===== src/rtl/brent_kung.sv =====
// Brent-Kung parallel-prefix adder: {cout, s} = a + b + cin, with registered outputs.
// Up-sweep builds the power-of-two prefixes. Down-sweep fills in the remaining G[i:0].

module bk_cell (
  input  logic g_hi_i,
  input  logic p_hi_i,
  input  logic g_lo_i,
  input  logic p_lo_i,
  output logic g_o,
  output logic p_o
);
  assign g_o = g_hi_i | (p_hi_i & g_lo_i);
  assign p_o = p_hi_i & p_lo_i;
endmodule

module brent_kung #(
  parameter int WIDTH = 32
) (
  input  logic             clk,
  input  logic             rst_n,
  input  logic [WIDTH-1:0] a,
  input  logic [WIDTH-1:0] b,
  input  logic             cin,
  output logic [WIDTH-1:0] s,
  output logic             cout
);
  localparam int LOGW   = $clog2(WIDTH);
  localparam int STAGES = 2*LOGW - 1;

  // Row 0 holds the per-bit (g, p). Row st holds the (G, P) state after prefix level st.
  logic [STAGES:0][WIDTH-1:0] g_t, p_t;
  logic [WIDTH:0]             c;
  logic [WIDTH-1:0]           s_d, s_q;
  logic                       cout_d, cout_q;

  assign g_t[0] = a & b;
  assign p_t[0] = a ^ b;

  for (genvar st = 1; st <= STAGES; st++) begin : g_stage
    localparam int UP   = (st <= LOGW) ? 1 : 0;
    localparam int K    = (st <= LOGW) ? st : 2*LOGW - st;
    localparam int SPAN = 1 << (K-1);
    for (genvar i = 0; i < WIDTH; i++) begin : g_bit
      localparam int ACT = UP ? (((i+1) % (2*SPAN)) == 0 ? 1 : 0)
                              : ((((i+1) % (2*SPAN)) == SPAN && i >= 2*SPAN) ? 1 : 0);
      if (ACT != 0) begin : g_node
        bk_cell u_cell (
          .g_hi_i (g_t[st-1][i]),
          .p_hi_i (p_t[st-1][i]),
          .g_lo_i (g_t[st-1][i-SPAN]),
          .p_lo_i (p_t[st-1][i-SPAN]),
          .g_o    (g_t[st][i]),
          .p_o    (p_t[st][i])
        );
      end else begin : g_pass
        assign g_t[st][i] = g_t[st-1][i];
        assign p_t[st][i] = p_t[st-1][i];
      end
    end
  end

  // cin acts as the generate of a virtual bit -1.
  assign c[0] = cin;
  for (genvar i = 0; i < WIDTH; i++) begin : g_carry
    assign c[i+1] = g_t[STAGES][i] | (p_t[STAGES][i] & cin);
  end

  assign s_d    = p_t[0] ^ c[WIDTH-1:0];
  assign cout_d = c[WIDTH];

  always_ff @(posedge clk or negedge rst_n) begin
    if (!rst_n) begin
      s_q    <= '0;
      cout_q <= 1'b0;
    end else begin
      s_q    <= s_d;
      cout_q <= cout_d;
    end
  end

  assign s    = s_q;
  assign cout = cout_q;
endmodule


===== config.mk =====
export PLATFORM = sky130hd
export DESIGN_NAME = brent_kung
export DESIGN_NICKNAME = d
export VERILOG_FILES = /design/src/rtl/brent_kung.sv
export SDC_FILE = /design/constraint.sdc
export NUM_CORES = 1
export LEC_CHECK = 0
export ABC_AREA = 1
export BUFFER_PORTS_ARGS = -buffer_cell sky130_fd_sc_hd__clkbuf_2
export CAP_MARGIN = 20
export CELL_PAD_IN_SITES_DETAIL_PLACEMENT = 1
export CELL_PAD_IN_SITES_GLOBAL_PLACEMENT = 2
export CORE_MARGIN = 3
export CORE_UTILIZATION = 23
export DETAILED_ROUTE_END_ITERATION = 8
export PLACE_DENSITY = 0.87
export SLEW_MARGIN = 15
export SYNTH_ARGS = -nofsm -noshare
export SYNTH_HDL_FRONTEND = slang
export SYNTH_SLANG_ARGS = --single-unit

===== constraint.sdc =====
create_clock -name clk -period 0.8 [get_ports clk]
set_input_delay 0.12 -clock clk [delete_from_list [all_inputs] [get_ports clk]]
set_output_delay 0.12 -clock clk [all_outputs]
set_load 0.05 [all_outputs]

# After elaboration in Yosys (flattened, before gate mapping)
# Index checks and enable logic that the tools add are counted.
[totals]
reg_bits = 33
in_bits = 67
out_inout_bits = 33
elab_cells = 240
[classes]
n_bitwise = 238
[op_table]
columns = ["cell", "count"]
rows = [
  ["$and A1 B1 Y1", 146],
  ["$or A1 B1 Y1", 89],
  ["$xor A32 B32 Y32", 2],
  ["$and A32 B32 Y32", 1],
]

# Longest topological paths before layout
[logic_depth]
depth_word = 19
mapped_depth = 19
mapped_depth_nobuf = 19

# Cells and area by module
# A second synthesis with hierarchy kept.
[unflattened]
hier_cells = 566
area_unflattened_um2 = 3193.1
[by_module_without_submodules]
columns = ["mod", "instances", "cells_per_inst", "area_per_inst_um2", "seq_area_each_um2"]
rows = [
  ["brent_kung", 1, 281, 2123.3, 825.8],
  ["bk_cell", 57, 5, 18.8, 0.0],
]

# Worst setup path after synthesis
# Ideal clock, no wire load.
[synth_path]
kind = "input -> register"
start = "in a[10]"
end = "reg cout_q, in the netlist cout"
setup_ns = 0.117
arrival_ns = 1.532
required_ns = 0.683
setup_slack_ns = -0.849
stages = 19
path_buffers = 0
cell_sequence = "ha_1 nand2_1 inv_1 nand2_1 nand2_1 nand2_1 nand2_1 nor2_2 nand2_4 nand2_2 nand2_4 nand2_2 nand2_4 nand2_2 nand2_2 nand2_2 nand2_2 nand2_1 nand2_1"
[synth_via]
elab_chain_cells = 10
elab_cells_between_ends = 19
classes_between = "19 x bitwise"
[synth_lines]
columns = ["item", "line_no", "source"]
rows = [
  ["start: declaration", "21", "input logic [WIDTH-1:0] a,"],
  ["$and A32 B32 Y32 or $xor A32 B32 Y32 (tied branches)", "36, 37", ""],
  ["$and A1 B1 Y1 (on tied branches)", "12, 13", ""],
  ["$or A1 B1 Y1 or $and A1 B1 Y1 (tied branches)", "12", "assign g_o = g_hi_i | (p_hi_i & g_lo_i);"],
  ["$or A1 B1 Y1", "12", ""],
  ["$and A1 B1 Y1", "12", ""],
  ["$or A1 B1 Y1 (2 in a row)", "12", ""],
  ["$and A1 B1 Y1", "12", ""],
  ["$or A1 B1 Y1", "12", ""],
  ["$or A1 B1 Y1 (*)", "65", "assign c[i+1] = g_t[STAGES][i] | (p_t[STAGES][i] & cin);"],
  ["named net cout_d", "34", "logic cout_d, cout_q;"],
  ["end signal: assignment", "77", "cout_q <= cout_d;"],
  ["end: declaration", "34", ""],
]
# Mark *: on every way through the listed nets, which the timed path passes. The rest lies on a longest branch.

# Worst setup path in the final report
[layout_path]
start = "in b[11]"
end = "reg s_q[30], in the netlist s[30]"
[layout_via]
elab_chain_cells = 15
elab_cells_between_ends = 26
classes_between = "26 x bitwise"
[layout_lines]
columns = ["item", "line_no", "source"]
rows = [
  ["start: declaration", "22", "input logic [WIDTH-1:0] b,"],
  ["$xor A32 B32 Y32", "37", "assign p_t[0] = a ^ b;"],
  ["$and A1 B1 Y1 (on tied branches)", "12, 13", ""],
  ["$or A1 B1 Y1 or $and A1 B1 Y1 (tied branches)", "12", ""],
  ["$or A1 B1 Y1", "12", ""],
  ["$and A1 B1 Y1", "12", ""],
  ["$or A1 B1 Y1 (2 in a row)", "12", ""],
  ["$and A1 B1 Y1", "12", ""],
  ["$or A1 B1 Y1", "12", ""],
  ["$and A1 B1 Y1", "12", ""],
  ["$or A1 B1 Y1", "12", ""],
  ["$and A1 B1 Y1", "12", ""],
  ["$or A1 B1 Y1", "12", ""],
  ["$or A1 B1 Y1 (*)", "65", ""],
  ["$xor A32 B32 Y32 (*)", "68", "assign s_d = p_t[0] ^ c[WIDTH-1:0];"],
  ["named net s_d[30]", "33", "logic [WIDTH-1:0] s_d, s_q;"],
  ["end signal: assignment", "73", "s_q <= '0;"],
  ["end signal: assignment", "76", "s_q <= s_d;"],
  ["end: declaration", "33", ""],
]
# Marks and branches as above.

==> metrics.cfg <==
[status]
status=complete, but fails checks
violations=setup timing

[place]
portBuffers=99
gp_congestion=0.713
place_hpwl_mm=5.44
dpl_worst_slack_ns=-1.05

[timing]
fin_crit_sh=1.90
period_minus_slack_ns=1.52
setup_viol=63
max_slew.worst_pin.slew_ns=0.338
fmax_mhz=656
slew_violations=0
rsz0062_at_grt=yes
hold_slack_ns=0.151
tns_ns=-20.13
setup_ws_ns=-0.724
max_slew_margin=0.773
hold_viol=0

[power_and_ir_drop]
ir_drop_v=0.000719
pwr-share-seq=0.274
p_leak_uw=0.00215
power.share.clock=0.158
switching_power_uw=3360
switching_share=0.409
p_int_uw=4850
powerDensity_nw_per_um2=1890
power.share.combinational=0.567

[critical_path]
end_kind=flop
worstSetupPathType=primary input to flop
path_cells=buf_6 > ha_4 > a21oi_4 > nand2_1 > nand2_1 > nand2_1 > nor2_2 > nand2_4 > nand2_4 > nand2_4 > nand2_4 > nand2_4 > nand2_2 > nand2_2 > buf_4 > xor2_1
critPathLaunch=b[11]
cp_slowest_cell=ha_4
critPathMaxStageDelay_ns=0.25
worst_path_most_repeated_cell=nand2_4
critPathArrivalTime_ns=1.69
worstSetupStartpointType=primary input
cp_top_family=simple AND/OR/NAND/NOR gates
cp_data_required_time_ns=0.97
path_max_fanout=3
critPathBufInv=2

[floorplanning]
die-area_um2=10400
coreArea_um2=8850
die-width_um=102
io_pins=100
row_count=34
start_util=0.240
die_y_um=102

[grt]
grt_max_degree=28
grtUsageTotal=0.134
gr-total-overflow=0
antenna_found_initial=0
first_global_vias=2478
grt_pass1_wl_mm=10.9

[yosys]
syn_area_um2=2120
yosys_warnings=0
synthDistinctLibCells=19
ys_ff_latch=33
netlist_instances=230
seq_area_frac_synth=0.390
synth_nets=330
syn_avg_cell_area_um2=9.22

[clock_network]
cts_max_level=2
clk_path_buf_depth=2
clk_pin_slew_worst_paths_ns=0.07
clock-sinks=33
cts_buffers=5
root_buffer=clkbuf_8
cts_tree=done

[hold_path]
hold_start=b[31]
hold_class=primary input to flop

[drt]
viasPerCell=4.32
wirelength_mm=7.14
wl_per_cell_um=13.9
first_pass_iters=4
drc=0
drt_iter0_drc=20
num_vias=2226
ant_nets=0

[layout]
antennaDiodeCount=0
syn_to_final_growth_pct=106
drive_above_1_share=0.663
nets=507
nFillCells=994

[flow_run]
maxCapViolations=0

## path summary, 6_finish.rpt
check	slack, ns	cells after the start	to
worst max-delay path	-0.72	16	s[30]
worst min-delay path	0.15	4	cout
max in group asynchronous	0.14	3	s[25]
min in group asynchronous	0.23	2	s[7]
## cell usage after synthesis, drive strengths merged
cell type / count / area, um2
ha: 32 / 400
a21oi: 21 / 105
dfrtp: 33 / 826
xnor2: 11 / 96.3
inv: 19 / 71.3
fa: 1 / 20.0
nand3: 10 / 55.1
nor3: 3 / 15.0
o21a: 1 / 7.51
nand4: 1 / 6.26
o21ai: 5 / 25.0
nor2: 17 / 78.8
nand2: 60 / 273
xor2: 16 / 140
## cell families after synthesis
family,Yosys count,share of synthesized area
AOI/OAI and AO/OA,27,0.0649
xor gates and xnor gates,27,0.112
adders and majority gates,33,0.198
buffers and inverters,19,0.0336
DFF,33,0.390
and+or+nand+nor,91,0.202
## routing by layer
metal	part of all wire	vias up	wire, um	track usage
met5	0	-	0	0
met4	0.022	0	158	0.0444
met3	0.042	11	299	0.0253
met2	0.56	67	4020	0.259
met1	0.37	1046	2670	0.144
li1	-	1102	-	-
## sequential cells by signal, indices dropped and copies added, names as in the netlist
signal	flops
cout	1
s	32
## power groups by stage
stage | combinational (uW) | clock (uW) | sequential [uW]
finish | 4660 | 1300 | 2260
global route | 4950 | 1440 | 2290
CTS | 4190 | 1360 | 2180
detailed placement | 3460 | 0 | 2150
global placement | 3370 | 0 | 2150
floorplan | 987 | 0 | 3410
## layout by cell type, fill, tap and decap left out, types with 2 or more instances in the layout
cell       n
o21ai_2    2
clkbuf_2  58
o21ai_0    2
nand3_4    4
nand3_1    2
nand2_4   12
dfrtp_1   33
ha_1      16
ha_4      16
buf_4     60
nand2_1   24
clkbuf_8   6
nand2_2   24
inv_1     15
a21oi_1    7
xor2_1    15
nand3_2    4
a21oi_4    7
buf_8     35
inv_2      4
nor2_2     4
xnor2_1   10
a21oi_2    7
nor2_1     6
nor2_4     7
buf_6     14
## cell type report
class / instances / area, um2 / area share
Clock buffer: 7 / 86.3 / 0.0198
Inverter: 19 / 71.3 / 0.0164
Multi-Input combinational cell: 178 / 1780 / 0.409
Sequential cell: 33 / 826 / 0.189
Tap cell: 108 / 135 / 0.0310
Timing Repair Buffer: 170 / 1460 / 0.335
## repair_timing
item | CTS | global route
cloned | 0 | 0
hold endpoints to repair | 33 | 0
buffers inserted | 6 | 12
setup endpoints to repair | 63 | 64
pin swaps | 21 | 50
hold buffers | 1 | 0
gates resized for setup | 100 | 96
## per-stage QoR
step / total power (uW) / cells / utilization / area, um2
6_report: 8220 / 515 / 0.493 / 4360
5_1_grt: 8680 / 515 / 0.493 / 4360
4_1_cts: 7730 / 506 / 0.453 / 4010
3_5_place_dp: 5610 / 492 / 0.388 / 3430
3_3_place_gp: 5510 / 492 / 0.388 / 3430
2_1_floorplan: 4390 / 230 / - / 2370
No activity file was read; power rests on OpenSTA's default activity.
